--- src/rtl/weight_loader.sv ---
// Byte-serial weight RAM loader: parses A5/count/word frames and emits registered RAM writes.
// Optional trailing XOR checksum byte is enabled by defining WEIGHT_LOADER_CHECKSUM_EN.
`timescale 1ns/1ps
module weight_loader #(
  parameter int NUM_WORDS = 128,
  parameter int ADDR_W    = 7,
  parameter int DATA_W    = 10
) (
  input  logic              Clock,
  input  logic              Rst,
  input  logic [7:0]        byte_in,
  input  logic              byte_valid,
  output logic              byte_ready,
  output logic              WE,
  output logic [ADDR_W-1:0] address,
  output logic [DATA_W-1:0] wdata,
  output logic              busy,
  output logic              done,
  output logic              err
);

  typedef enum logic [2:0] {
    S_IDLE,
    S_COUNT,
    S_HI,
    S_LO,
    S_FIN,
    S_ERR
`ifdef WEIGHT_LOADER_CHECKSUM_EN
    , S_CSUM
`endif
  } state_t;

  localparam logic [8:0] MAX_N = 9'(NUM_WORDS);

  state_t            state_q, state_d;
  logic [8:0]        cnt_q, cnt_d;
  logic [8:0]        idx_q, idx_d;
  logic [1:0]        hi_q, hi_d;
  logic              rdy_q, rdy_d;
  logic              we_q, we_d;
  logic [ADDR_W-1:0] addr_q, addr_d;
  logic [DATA_W-1:0] wdata_q, wdata_d;
  logic              err_q, err_d;
  logic              acc;
`ifdef WEIGHT_LOADER_CHECKSUM_EN
  logic [7:0]        csum_q, csum_d;
`endif

  assign acc = byte_valid && rdy_q;

  always_comb begin
    state_d = state_q;
    cnt_d   = cnt_q;
    idx_d   = idx_q;
    hi_d    = hi_q;
    we_d    = 1'b0;
    addr_d  = addr_q;
    wdata_d = wdata_q;
    err_d   = err_q;
`ifdef WEIGHT_LOADER_CHECKSUM_EN
    csum_d  = csum_q;
`endif
    case (state_q)
      S_IDLE: begin
        if (acc && byte_in == 8'hA5) begin
          state_d = S_COUNT;
          err_d   = 1'b0;
`ifdef WEIGHT_LOADER_CHECKSUM_EN
          csum_d  = 8'h00;
`endif
        end
      end
      S_COUNT: begin
        if (acc) begin
          if (byte_in == 8'h00 || {1'b0, byte_in} > MAX_N) begin
            state_d = S_ERR;
          end else begin
            cnt_d   = {1'b0, byte_in};
            idx_d   = 9'd0;
            state_d = S_HI;
          end
        end
      end
      S_HI: begin
        if (acc) begin
          if (|byte_in[7:2]) begin
            state_d = S_ERR;
          end else begin
            hi_d    = byte_in[1:0];
            state_d = S_LO;
`ifdef WEIGHT_LOADER_CHECKSUM_EN
            csum_d  = csum_q ^ byte_in;
`endif
          end
        end
      end
      S_LO: begin
        if (acc) begin
          // Write is registered: WE/address/wdata appear the cycle after the LO byte.
          we_d    = 1'b1;
          addr_d  = idx_q[ADDR_W-1:0];
          wdata_d = DATA_W'({hi_q, byte_in});
          idx_d   = idx_q + 9'd1;
`ifdef WEIGHT_LOADER_CHECKSUM_EN
          csum_d  = csum_q ^ byte_in;
          state_d = (idx_q + 9'd1 == cnt_q) ? S_CSUM : S_HI;
`else
          state_d = (idx_q + 9'd1 == cnt_q) ? S_FIN : S_HI;
`endif
        end
      end
`ifdef WEIGHT_LOADER_CHECKSUM_EN
      S_CSUM: begin
        if (acc) begin
          state_d = (byte_in == csum_q) ? S_FIN : S_ERR;
        end
      end
`endif
      S_FIN:   state_d = S_IDLE;
      S_ERR:   state_d = S_IDLE;
      default: state_d = S_IDLE;
    endcase
    if (state_d == S_ERR) begin
      err_d = 1'b1;
    end
    rdy_d = (state_d != S_FIN) && (state_d != S_ERR);
  end

  always_ff @(posedge Clock) begin
    if (!Rst) begin
      state_q <= S_IDLE;
      cnt_q   <= '0;
      idx_q   <= '0;
      hi_q    <= '0;
      rdy_q   <= 1'b0;
      we_q    <= 1'b0;
      addr_q  <= '0;
      wdata_q <= '0;
      err_q   <= 1'b0;
`ifdef WEIGHT_LOADER_CHECKSUM_EN
      csum_q  <= 8'h00;
`endif
    end else begin
      state_q <= state_d;
      cnt_q   <= cnt_d;
      idx_q   <= idx_d;
      hi_q    <= hi_d;
      rdy_q   <= rdy_d;
      we_q    <= we_d;
      addr_q  <= addr_d;
      wdata_q <= wdata_d;
      err_q   <= err_d;
`ifdef WEIGHT_LOADER_CHECKSUM_EN
      csum_q  <= csum_d;
`endif
    end
  end

  assign byte_ready = rdy_q;
  assign WE         = we_q;
  assign address    = addr_q;
  assign wdata      = wdata_q;
  assign err        = err_q;
  assign done       = (state_q == S_FIN);
`ifdef WEIGHT_LOADER_CHECKSUM_EN
  assign busy       = (state_q == S_COUNT) || (state_q == S_HI) ||
                      (state_q == S_LO) || (state_q == S_CSUM);
`else
  assign busy       = (state_q == S_COUNT) || (state_q == S_HI) || (state_q == S_LO);
`endif

endmodule

--- config.mk ---
export PLATFORM = sky130hd
export DESIGN_NAME = weight_loader
export DESIGN_NICKNAME = d
export VERILOG_FILES = /design/src/rtl/weight_loader.sv
export SDC_FILE = /design/constraint.sdc
export NUM_CORES = 1
export LEC_CHECK = 0
export ABC_AREA = 0
export BUFFER_PORTS_ARGS = -buffer_cell sky130_fd_sc_hd__buf_2
export CAP_MARGIN = 30
export CELL_PAD_IN_SITES_DETAIL_PLACEMENT = 0
export CELL_PAD_IN_SITES_GLOBAL_PLACEMENT = 1
export CORE_MARGIN = 10
export CORE_UTILIZATION = 35
export DETAILED_ROUTE_END_ITERATION = 12
export GPL_TIMING_DRIVEN = 0
export PLACE_DENSITY_LB_ADDON = 0.3
export SYNTH_ARGS = -nofsm -noshare
export SYNTH_HDL_FRONTEND = slang
export SYNTH_SLANG_ARGS = --single-unit
--- constraint.sdc ---
create_clock -name Clock -period 2.4 [get_ports Clock]
set_input_delay 0 -clock Clock [delete_from_list [all_inputs] [get_ports Clock]]
set_output_delay 0 -clock Clock [all_outputs]
set_load 0.005 [all_outputs]
==> run summary, run 1 <==
outcome: finished clean
clock network fraction of design power: 39.2%
Mean Syn Cell Area: 8.079 um^2
most used flip-flop cell after synthesis: dfxtp_1
Cell variety after synth: 49
number of antenna violations at the first check in global routing: 0
final number of setup-violating endpoints: 0
headroom to the max-slew limit: 50.51%
crit path launch type: register
wire length per cell: 15.42 um
via count of the first global-routing pass: 1932
net switching power of the design: 311.6 uW
proportion of total power due to net switching: 25.14%
largest area contributor in the synthesized netlist: dfxtp_1
number of cells on the worst reg-to-reg path: 5
PD cells: 497.8 nW/um^2
share of flip-flops with an asynchronous set or reset: 0%
number of pins exceeding their max-slew limit in the final report: 0
Vert. Die Dim: 96.57 um
Final Wtd Congestion: 0.8544
Most Crowded Layer GR: met2
Die X-Extent: 96.57 um
grt met2 use: 20.43%
commonest cells after routing, fill and taps aside: 48 x nand2_1, 42 x dfxtp_1, 32 x buf_2
initial standard-cell utilization of the core: 36.59%
count of buffers from port buffering: 32
internal power of the cells: 928.0 uW
Lkg Pwr: 1.051 nW
clock transition at the register clock pins on the worst setup and hold paths after CTS: 90 ps
total via count after detailed routing: 1977
postcts setup bufs: 0
reg-to-reg endpoint: state_q[1]
area of the core region: 5608 um^2
sum of net half-perimeters after detailed placement: 4248 um
H-tree level count: 2
count of endpoints failing hold in the final timing report: 0
highest achievable clock rate: 430.4 MHz
buffer cell driving the clock tree root: clkbuf_8
Clk Latency, worst-skew pair: 310 ps
slowest stage delay, CP: 620 ps
I/O pin count: 33
Critical Path Sink: state_q[1]
share of the synthesized area in the top cell type: 40.98%
final-stage net count: 314
unrepaired setup endpoints after global routing: false
total global-route track usage: 13.06%
synthesis-to-layout area growth: 21.34%
pin count of the biggest net entering global routing: 16
Max Buffers Root-to-Sink: 2
sum of negative setup slack: 0 ps
ratio of cells with drive above 1 in the final layout: 17.49%
hold crit path type: input pin to register
logic gate share of total power: 4.5%
worst clock skew: 9.896 ps
max cap viols: 0
filler-free cell count of the finished design: 375
DRC marker count from the first detailed-route iteration: 73
met3 Use GR: 3.932%
slew at the pin with the worst max-slew slack: 733.1 ps
Max IR drop VDD: 0.2637 mV
total wirelength of the detailed-routed design: 5781 um
number of cells produced by synthesis: 254
number of flops mapped to enable cells by yosys: 0
fraction of the yosys area taken by sequential cells: 40.98%
wire length of the first global-routing pass: 9770 um
FP Rows: 27
top cells by area, synth: dfxtp_1 41%, nand2_1 8.8%, a21oi_1 5.4%
die area: 9326 um^2
diode count: 0
total of flip-flops plus latches after synthesis: 42
Synthesized Nets: 266
sinks on the clock net: 42
WHS Path Cells: 4
final antenna-violating net count: 0
remaining global-route overflow: 0
internal reg-to-reg setup slack: 80 ps
fraction of power consumed by sequential logic: 56.3%
final worst path period share: 96.81%
min Tclk post-route: 2323 ps
CP max-delay cell: o311ai_0
Post-Synthesis Cell Area: 2052 um^2
met1 capacity usage during global routing: 16.82%
chain of cells forming the critical path: ha_1 -> nand3_1 -> o211a_1 -> o311ai_0 -> o311a_1
yosys synthesis warning count: 0
via count normalized by instance count: 5.272
kind of end point of the critical path: register
DRC viols: 0
1st-pass router iterations: 4
arrival time at the worst endpoint: 2570 ps
source of the worst register-to-register timing path: idx_q[0]
most common cell after layout, fill and taps aside: nand2_1
total CTS buffers: 5
endpoint required time on the critical path: 2640 ps
critical path class: register to register
maximum net fanout on the critical path: 8
TritonCTS clock tree: built
dpl cells: 358
start point of the critical path: idx_q[0]
## metrics by stage
stage | hold WS (ps) | power [mW] | worst slack [ps] | utilization, % | area (um^2)
after floorplan | 136.0 | 0.7330 | 480.6 | - | 2052
after detailed placement | 286.0 | 0.7594 | 106.4 | 41.05 | 2302
after global placement | 277.3 | 0.7595 | 89.66 | 41.05 | 2302
after global routing | 282.9 | 1.284 | 6.588 | 44.40 | 2490
after CTS | 255.1 | 1.256 | 87.81 | 44.31 | 2485
final | 256.7 | 1.240 | 76.60 | 44.40 | 2490
## logic make-up (layout without fill, tap and decap cells)
| family | after synthesis | in the layout | synth area share (%) |
|---|---|---|---|
| DFF | 42 | 42 | 40.98 |
| muxes | 10 | 10 | 4.878 |
| adders and majority gates | 1 | 1 | 0.6097 |
| buffers and inverters | 18 | 67 | 3.476 |
| AOI/OAI and AO/OA | 59 | 59 | 18.35 |
| and+or+nand+nor | 116 | 116 | 28.29 |
| xor gates and xnor gates | 8 | 8 | 3.414 |
## registers in the layout (all words and copies together) (netlist names)
signal,flops
address,7
cnt_q,8
idx_q,9
err,1
wdata,10
state_q,3
WE,1
byte_ready,1
hi_q,2
## final cells by class
cell class / instances / area [um^2]
repair buffers: 41 / 250.2
clock inverters: 3 / 23.77
clock buffers: 5 / 68.82
multi-input cells: 194 / 1142
well taps: 72 / 90.09
inverters: 3 / 11.26
fillers: 588 / 3118
plain buffers: 15 / 62.56
flip-flops and latches: 42 / 840.8
## Yosys cell counts, types with 3 or more instances
cell type	number
a211oi_1	4
dfxtp_1	42
nor3_1	5
or2_2	3
nand3_1	8
a31oi_1	3
xor2_1	4
nand4_1	4
or3_1	3
nor2b_1	3
xnor2_1	4
clkbuf_1	14
a21oi_1	22
nand2_1	48
nand4b_1	3
mux2i_1	10
o21ai_0	9
nor2_1	21
a22oi_1	3
## power by group through the flow
stage / clock network (mW) / logic (mW) / registers (mW)
global route: 0.523 / 0.0627 / 0.698
floorplan: 0 / 0.0187 / 0.714
finish: 0.485 / 0.0563 / 0.698
global placement: 0 / 0.0452 / 0.714
CTS: 0.502 / 0.0561 / 0.698
detailed placement: 0 / 0.0449 / 0.714
## timing repair
action                                  CTS  global route
hold buffers                              9             0
hold endpoints to repair                 15             0
endpoints found under the setup margin    0            11
gates resized for setup                   0             5
## worst min path at each step
stage,start,end,slack [ps]
after floorplan,byte_in[0],wdata[0],140
after global placement,byte_in[5],wdata[5],280
final,byte_valid,idx_q[0],260
after detailed placement,byte_in[4],wdata[4],290
after global routing,byte_valid,idx_q[0],280
after CTS,byte_valid,idx_q[0],260
## critical path, delay by kind of cell, from the launching register on
| kind | cells | cell delay [ps] |
|---|---|---|
| adders and majority gates | 1 | 360 |
| AOI/OAI and AO/OA | 3 | 1160 |
| and+or+nand+nor | 1 | 230 |
| DFF | 1 | 510 |
## metal layers
metal / part of all wire, % / vias up
met5: 0 / -
met4: 1.2 / 0
met3: 5.5 / 8
met2: 48 / 46
met1: 46 / 921
li1: - / 1002
Power figures use the tool's default switching activity.
==> run 2: changes to the inputs <==
--- a/config.mk
+++ b/config.mk
@@ -8,13 +8,13 @@
 export ABC_AREA = 0
 export BUFFER_PORTS_ARGS = -buffer_cell sky130_fd_sc_hd__buf_2
 export CAP_MARGIN = 30
-export CELL_PAD_IN_SITES_DETAIL_PLACEMENT = 0
-export CELL_PAD_IN_SITES_GLOBAL_PLACEMENT = 1
 export CORE_MARGIN = 10
 export CORE_UTILIZATION = 35
 export DETAILED_ROUTE_END_ITERATION = 12
 export GPL_TIMING_DRIVEN = 0
 export PLACE_DENSITY_LB_ADDON = 0.3
+export SETUP_SLACK_MARGIN = 0.1
+export SLEW_MARGIN = 15
 export SYNTH_ARGS = -nofsm -noshare
 export SYNTH_HDL_FRONTEND = slang
 export SYNTH_SLANG_ARGS = --single-unit
==> run 2 against run 1 <==
Power fell by 0.26%. Largest cell class unchanged. First-iteration DRC count rose by 66%. Hold slack got worse by 18 ps. Worst setup slack improved by 160 ps. Largest power group unchanged. Critical path type unchanged. Critical endpoint unchanged. Maximum frequency rose by 7.6%.
==> run summary, run 2 (synthesis results as in run 1) <==
outcome: finished clean
highest achievable clock rate: 463.0 MHz
worst clock skew: 8.641 ps
sum of negative setup slack: 0 ps
via count normalized by instance count: 5.381
CP max-delay cell: dfxtp_1
FP Rows: 27
chain of cells forming the critical path: ha_1 -> or2_2 -> a21o_1 -> a211oi_1 -> o311ai_1 -> o311a_1
Vert. Die Dim: 96.57 um
die area: 9326 um^2
postcts setup bufs: 0
final worst path period share: 90.00%
slowest stage delay, CP: 410 ps
H-tree level count: 2
filler-free cell count of the finished design: 375
source of the worst register-to-register timing path: idx_q[0]
Max IR drop VDD: 0.3790 mV
number of cells on the worst reg-to-reg path: 6
slew at the pin with the worst max-slew slack: 497.4 ps
internal reg-to-reg setup slack: 240 ps
flip-flop count of the largest register after layout: 10
number of antenna violations at the first check in global routing: 0
synthesis-to-layout area growth: 21.65%
number of pins exceeding their max-slew limit in the final report: 0
max cap viols: 0
total wirelength of the detailed-routed design: 5661 um
headroom to the max-slew limit: 66.32%
total area of multi-input combinational cells: 1147 um^2
total CTS buffers: 5
maximum net fanout on the critical path: 8
1st-pass router iterations: 4
dpl cells: 358
diode count: 0
TritonCTS clock tree: built
count of buffers from port buffering: 32
final worst slack: 240.0 ps
count of endpoints failing hold in the final timing report: 0
Max Buffers Root-to-Sink: 2
wire length per cell: 15.10 um
final number of setup-violating endpoints: 0
unrepaired setup endpoints after global routing: true
I/O pin count: 33
ratio of cells with drive above 1 in the final layout: 17.82%
sum of net half-perimeters after detailed placement: 4133 um
total global-route track usage: 12.50%
critical path class: register to register
Lkg Pwr: 1.055 nW
DRC viols: 0
total via count after detailed routing: 2018
crit-path leading delay family: compound AO/OA/AOI/OAI gates
Die X-Extent: 96.57 um
final antenna-violating net count: 0
min Tclk post-route: 2160 ps
hold crit path type: input pin to register
remaining global-route overflow: 0
arrival time at the worst endpoint: 2360 ps
clock transition at the register clock pins on the worst setup and hold paths after CTS: 90 ps
wire length of the first global-routing pass: 9273 um
final-stage net count: 314
pin count of the biggest net entering global routing: 16
most common cell after layout, fill and taps aside: nand2_1
WHS Path Cells: 4
Clk Latency, worst-skew pair: 300 ps
kind of end point of the critical path: register
via count of the first global-routing pass: 1893
sinks on the clock net: 42
area taken by flip-flops and latches: 840.8 um^2
worst slack at placement: 117.0 ps
DRC marker count from the first detailed-route iteration: 121
commonest cells after routing, fill and taps aside: 48 x nand2_1, 42 x dfxtp_1, 32 x buf_2
crit path launch type: register
Layout fillers: 593
Final Wtd Congestion: 0.9360
initial standard-cell utilization of the core: 36.59%
PD cells: 495.3 nW/um^2
area of the core region: 5608 um^2
startpoint of the most critical hold path: byte_valid
endpoint required time on the critical path: 2600 ps
buffer cell driving the clock tree root: clkbuf_8
Endpoint, Worst Hold: idx_q[0]
buffer and inverter count on the worst path: 0
reg-to-reg endpoint: state_q[1]
[run 2: cell counts in the layout (fill, tap and decap cells not counted)]
Identical to the previous run, type by type.
[run 2: worst max-delay path by stage]
| stage | from | end | slack, ps | cells after the start |
|---|---|---|---|---|
| after floorplan | idx_q[0] | state_q[1] | 480 | 6 |
| after global placement | idx_q[3] | state_q[1] | 120 | 6 |
| after detailed placement | state_q[1] | address[3] | 120 | 6 |
| after CTS | idx_q[3] | state_q[1] | 120 | 6 |
| after global routing | idx_q[0] | state_q[1] | 90 | 6 |
| final | idx_q[0] | state_q[1] | 240 | 6 |
[run 2: cell type report]
class	instances	area share [%]
Clock inverter	3	0.9524
Timing Repair Buffer	41	10.03
Buffer	15	2.556
Multi-Input combinational cell	194	45.96
Clock buffer	5	2.757
Sequential cell	42	33.68
Tap cell	72	3.609
Inverter	3	0.4511
[run 2: layer usage]
| layer | vias up | wire length [um] | global-route usage, % | share of wire [%] |
|---|---|---|---|---|
| met5 | - | 0 | 0 | 0 |
| met4 | 0 | 74 | 4.237 | 1.3 |
| met3 | 9 | 398 | 4.163 | 7.0 |
| met2 | 71 | 2611 | 19.77 | 46 |
| met1 | 935 | 2576 | 15.58 | 46 |
| li1 | 1003 | - | - | - |
[run 2: through the flow]
step / util, % / instance area [um^2] / hold WS, ps / power, mW
floorplan: - / 2052 / 136.0 / 0.7330
global placement: 41.05 / 2302 / 278.6 / 0.7584
detailed placement: 41.05 / 2302 / 288.9 / 0.7596
CTS: 44.36 / 2487 / 233.8 / 1.246
global route: 44.51 / 2496 / 287.2 / 1.274
finish: 44.51 / 2496 / 238.6 / 1.236
[run 2: repair_timing]
action                     in CTS  in global routing
hold endpoints to repair       14                  0
gates cloned                    0                  0
hold buffers                    9                  0
setup endpoints to repair       4                 14
gates resized for setup         1                  8
[run 2: worst register-to-register path, delay by kind of cell (launching register included)]
kind	cells	cell delay, ps
AND/OR/NAND/NOR	1	320
AO/OA/AOI/OAI	4	990
adder cells (fa/ha/maj)	1	340
flip-flops	1	410
[run 2: power by group]
group          internal [mW]  total [mW]  switching, mW
clock                  0.208       0.482          0.273
sequential             0.697       0.698       0.000805
combinational         0.0226      0.0567         0.0341
==> run 3: changes to the inputs <==
--- a/config.mk
+++ b/config.mk
@@ -13,6 +13,7 @@
 export DETAILED_ROUTE_END_ITERATION = 12
 export GPL_TIMING_DRIVEN = 0
 export PLACE_DENSITY_LB_ADDON = 0.3
+export REMOVE_ABC_BUFFERS = 1
 export SETUP_SLACK_MARGIN = 0.1
 export SLEW_MARGIN = 15
 export SYNTH_ARGS = -nofsm -noshare
==> run 3 against run 2 <==
Hold slack got worse by 220 ps. First-iteration DRC count rose by 2.5%. Final cell count fell by 4.0%. Worst setup slack lost 110 ps. Sequential share of layout area rose by 0.55 points. Largest cell class unchanged. Largest power group unchanged. Critical endpoint unchanged.
==> run summary, run 3 (synthesis results as in run 1) <==
initial standard-cell utilization of the core: 36.59%
crit path launch type: input pin
internal reg-to-reg setup slack: 200 ps
slew at the pin with the worst max-slew slack: 849.4 ps
diode count: 0
DRC viols: 0
H-tree level count: 2
commonest cells after routing, fill and taps aside: 48 x nand2_1, 42 x dfxtp_1, 32 x buf_2
arrival time at the worst endpoint: 2460 ps
max cap viols: 0
min Tclk post-route: 2273 ps
die area: 9326 um^2
unrepaired setup endpoints after global routing: true
endpoint required time on the critical path: 2580 ps
postcts setup bufs: 0
total area of multi-input combinational cells: 1155 um^2
remaining global-route overflow: 0
total wirelength of the detailed-routed design: 5299 um
sum of negative setup slack: 0 ps
headroom to the max-slew limit: 43.31%
synthesis-to-layout area growth: 19.70%
reg-to-reg endpoint: state_q[1]
start point of the critical path: byte_in[6]
via count of the first global-routing pass: 1810
number of antenna violations at the first check in global routing: 0
ratio of cells with drive above 1 in the final layout: 17.71%
hold crit path type: input pin to register
sinks on the clock net: 42
number of cells on the worst reg-to-reg path: 6
final antenna-violating net count: 0
wire length per cell: 14.72 um
Max Buffers Root-to-Sink: 2
1st-pass router iterations: 4
total via count after detailed routing: 1909
FP Rows: 27
DRC marker count from the first detailed-route iteration: 124
count of endpoints failing hold in the final timing report: 0
buffer cell driving the clock tree root: clkbuf_8
total CTS buffers: 5
pin count of the biggest net entering global routing: 33
final-stage net count: 299
Max IR drop VDD: 0.3196 mV
TritonCTS clock tree: built
outcome: finished clean
Lkg Pwr: 1.040 nW
critical path class: input pin to register
PD cells: 499.3 nW/um^2
Die X-Extent: 96.57 um
most common cell after layout, fill and taps aside: nand2_1
I/O pin count: 33
maximum net fanout on the critical path: 10
flip-flop count of the largest register after layout: 10
final worst path period share: 94.69%
area taken by flip-flops and latches: 840.8 um^2
Clk Latency, worst-skew pair: 290 ps
sum of net half-perimeters after detailed placement: 3687 um
area of the core region: 5608 um^2
dpl cells: 344
total global-route track usage: 11.84%
Vert. Die Dim: 96.57 um
Critical Path Sink: state_q[1]
Layout fillers: 596
via count normalized by instance count: 5.303
filler-free cell count of the finished design: 360
number of pins exceeding their max-slew limit in the final report: 0
worst clock skew: 1.860 ps
wire length of the first global-routing pass: 8811 um
highest achievable clock rate: 440.0 MHz
Final Wtd Congestion: 0.8640
final number of setup-violating endpoints: 0
source of the worst register-to-register timing path: idx_q[0]
count of buffers from port buffering: 32
kind of end point of the critical path: register
clock transition at the register clock pins on the worst setup and hold paths after CTS: 80 ps
-- run 3: layout make-up --
cell class	instances	area share, %
clock inverters	1	0.2038
flip-flops and latches	42	34.23
multi-input cells	194	47.02
repair buffers	41	10.90
inverters	3	0.4585
well taps	72	3.668
clock buffers	7	3.515
-- run 3: per-layer routing --
layer	global-route usage (%)	up-vias	share of wire, %
met5	0	-	0
met4	4.964	0	1.8
met3	3.238	8	6.8
met2	18.71	50	46
met1	14.83	875	45
li1	-	976	-
-- run 3: how the worst min path moves through the flow --
stage / from / to / slack, ps / cells past startpoint
after global routing: byte_in[4] / cnt_q[4] / 30 / 3
after detailed placement: byte_in[5] / wdata[5] / 290 / 3
after global placement: byte_in[5] / wdata[5] / 280 / 3
after CTS: byte_in[4] / cnt_q[4] / 7 / 3
after floorplan: Rst / idx_q[8] / 120 / 1
final: byte_in[4] / cnt_q[4] / 20 / 3
-- run 3: critical path, stage by stage --
cell           delay (ps)
dlygate4sd3_1         530
buf_2                 150
or4_4                 440
or3_4                 410
nand4b_1              510
nand2_1               110
o311a_1               310
-- run 3: stage by stage --
step           util, %  setup slack (ps)  total power [mW]  cell area [um^2]  hold WS, ps
3_3_place_gp     39.98            -277.4            0.7556              2242        281.1
2_1_floorplan        -             432.3            0.7297              1992        116.9
4_1_cts          43.66             127.0             1.238              2449        6.620
5_1_grt          43.80             56.57             1.267              2456        25.45
6_report         43.80             127.5             1.226              2456        16.15
3_5_place_dp     40.61             148.1            0.7619              2277        290.4
-- run 3: report_power, final --
group          internal (mW)  switching (mW)
clock network          0.232           0.239
logic                 0.0249          0.0326
registers              0.697         0.00121
-- run 3: what timing repair did --
action                                  in CTS  in global routing
endpoints found under the setup margin       0                  9
gates resized for setup                      0                  2
hold endpoints to repair                    10                  0
hold buffers                                 8                  0
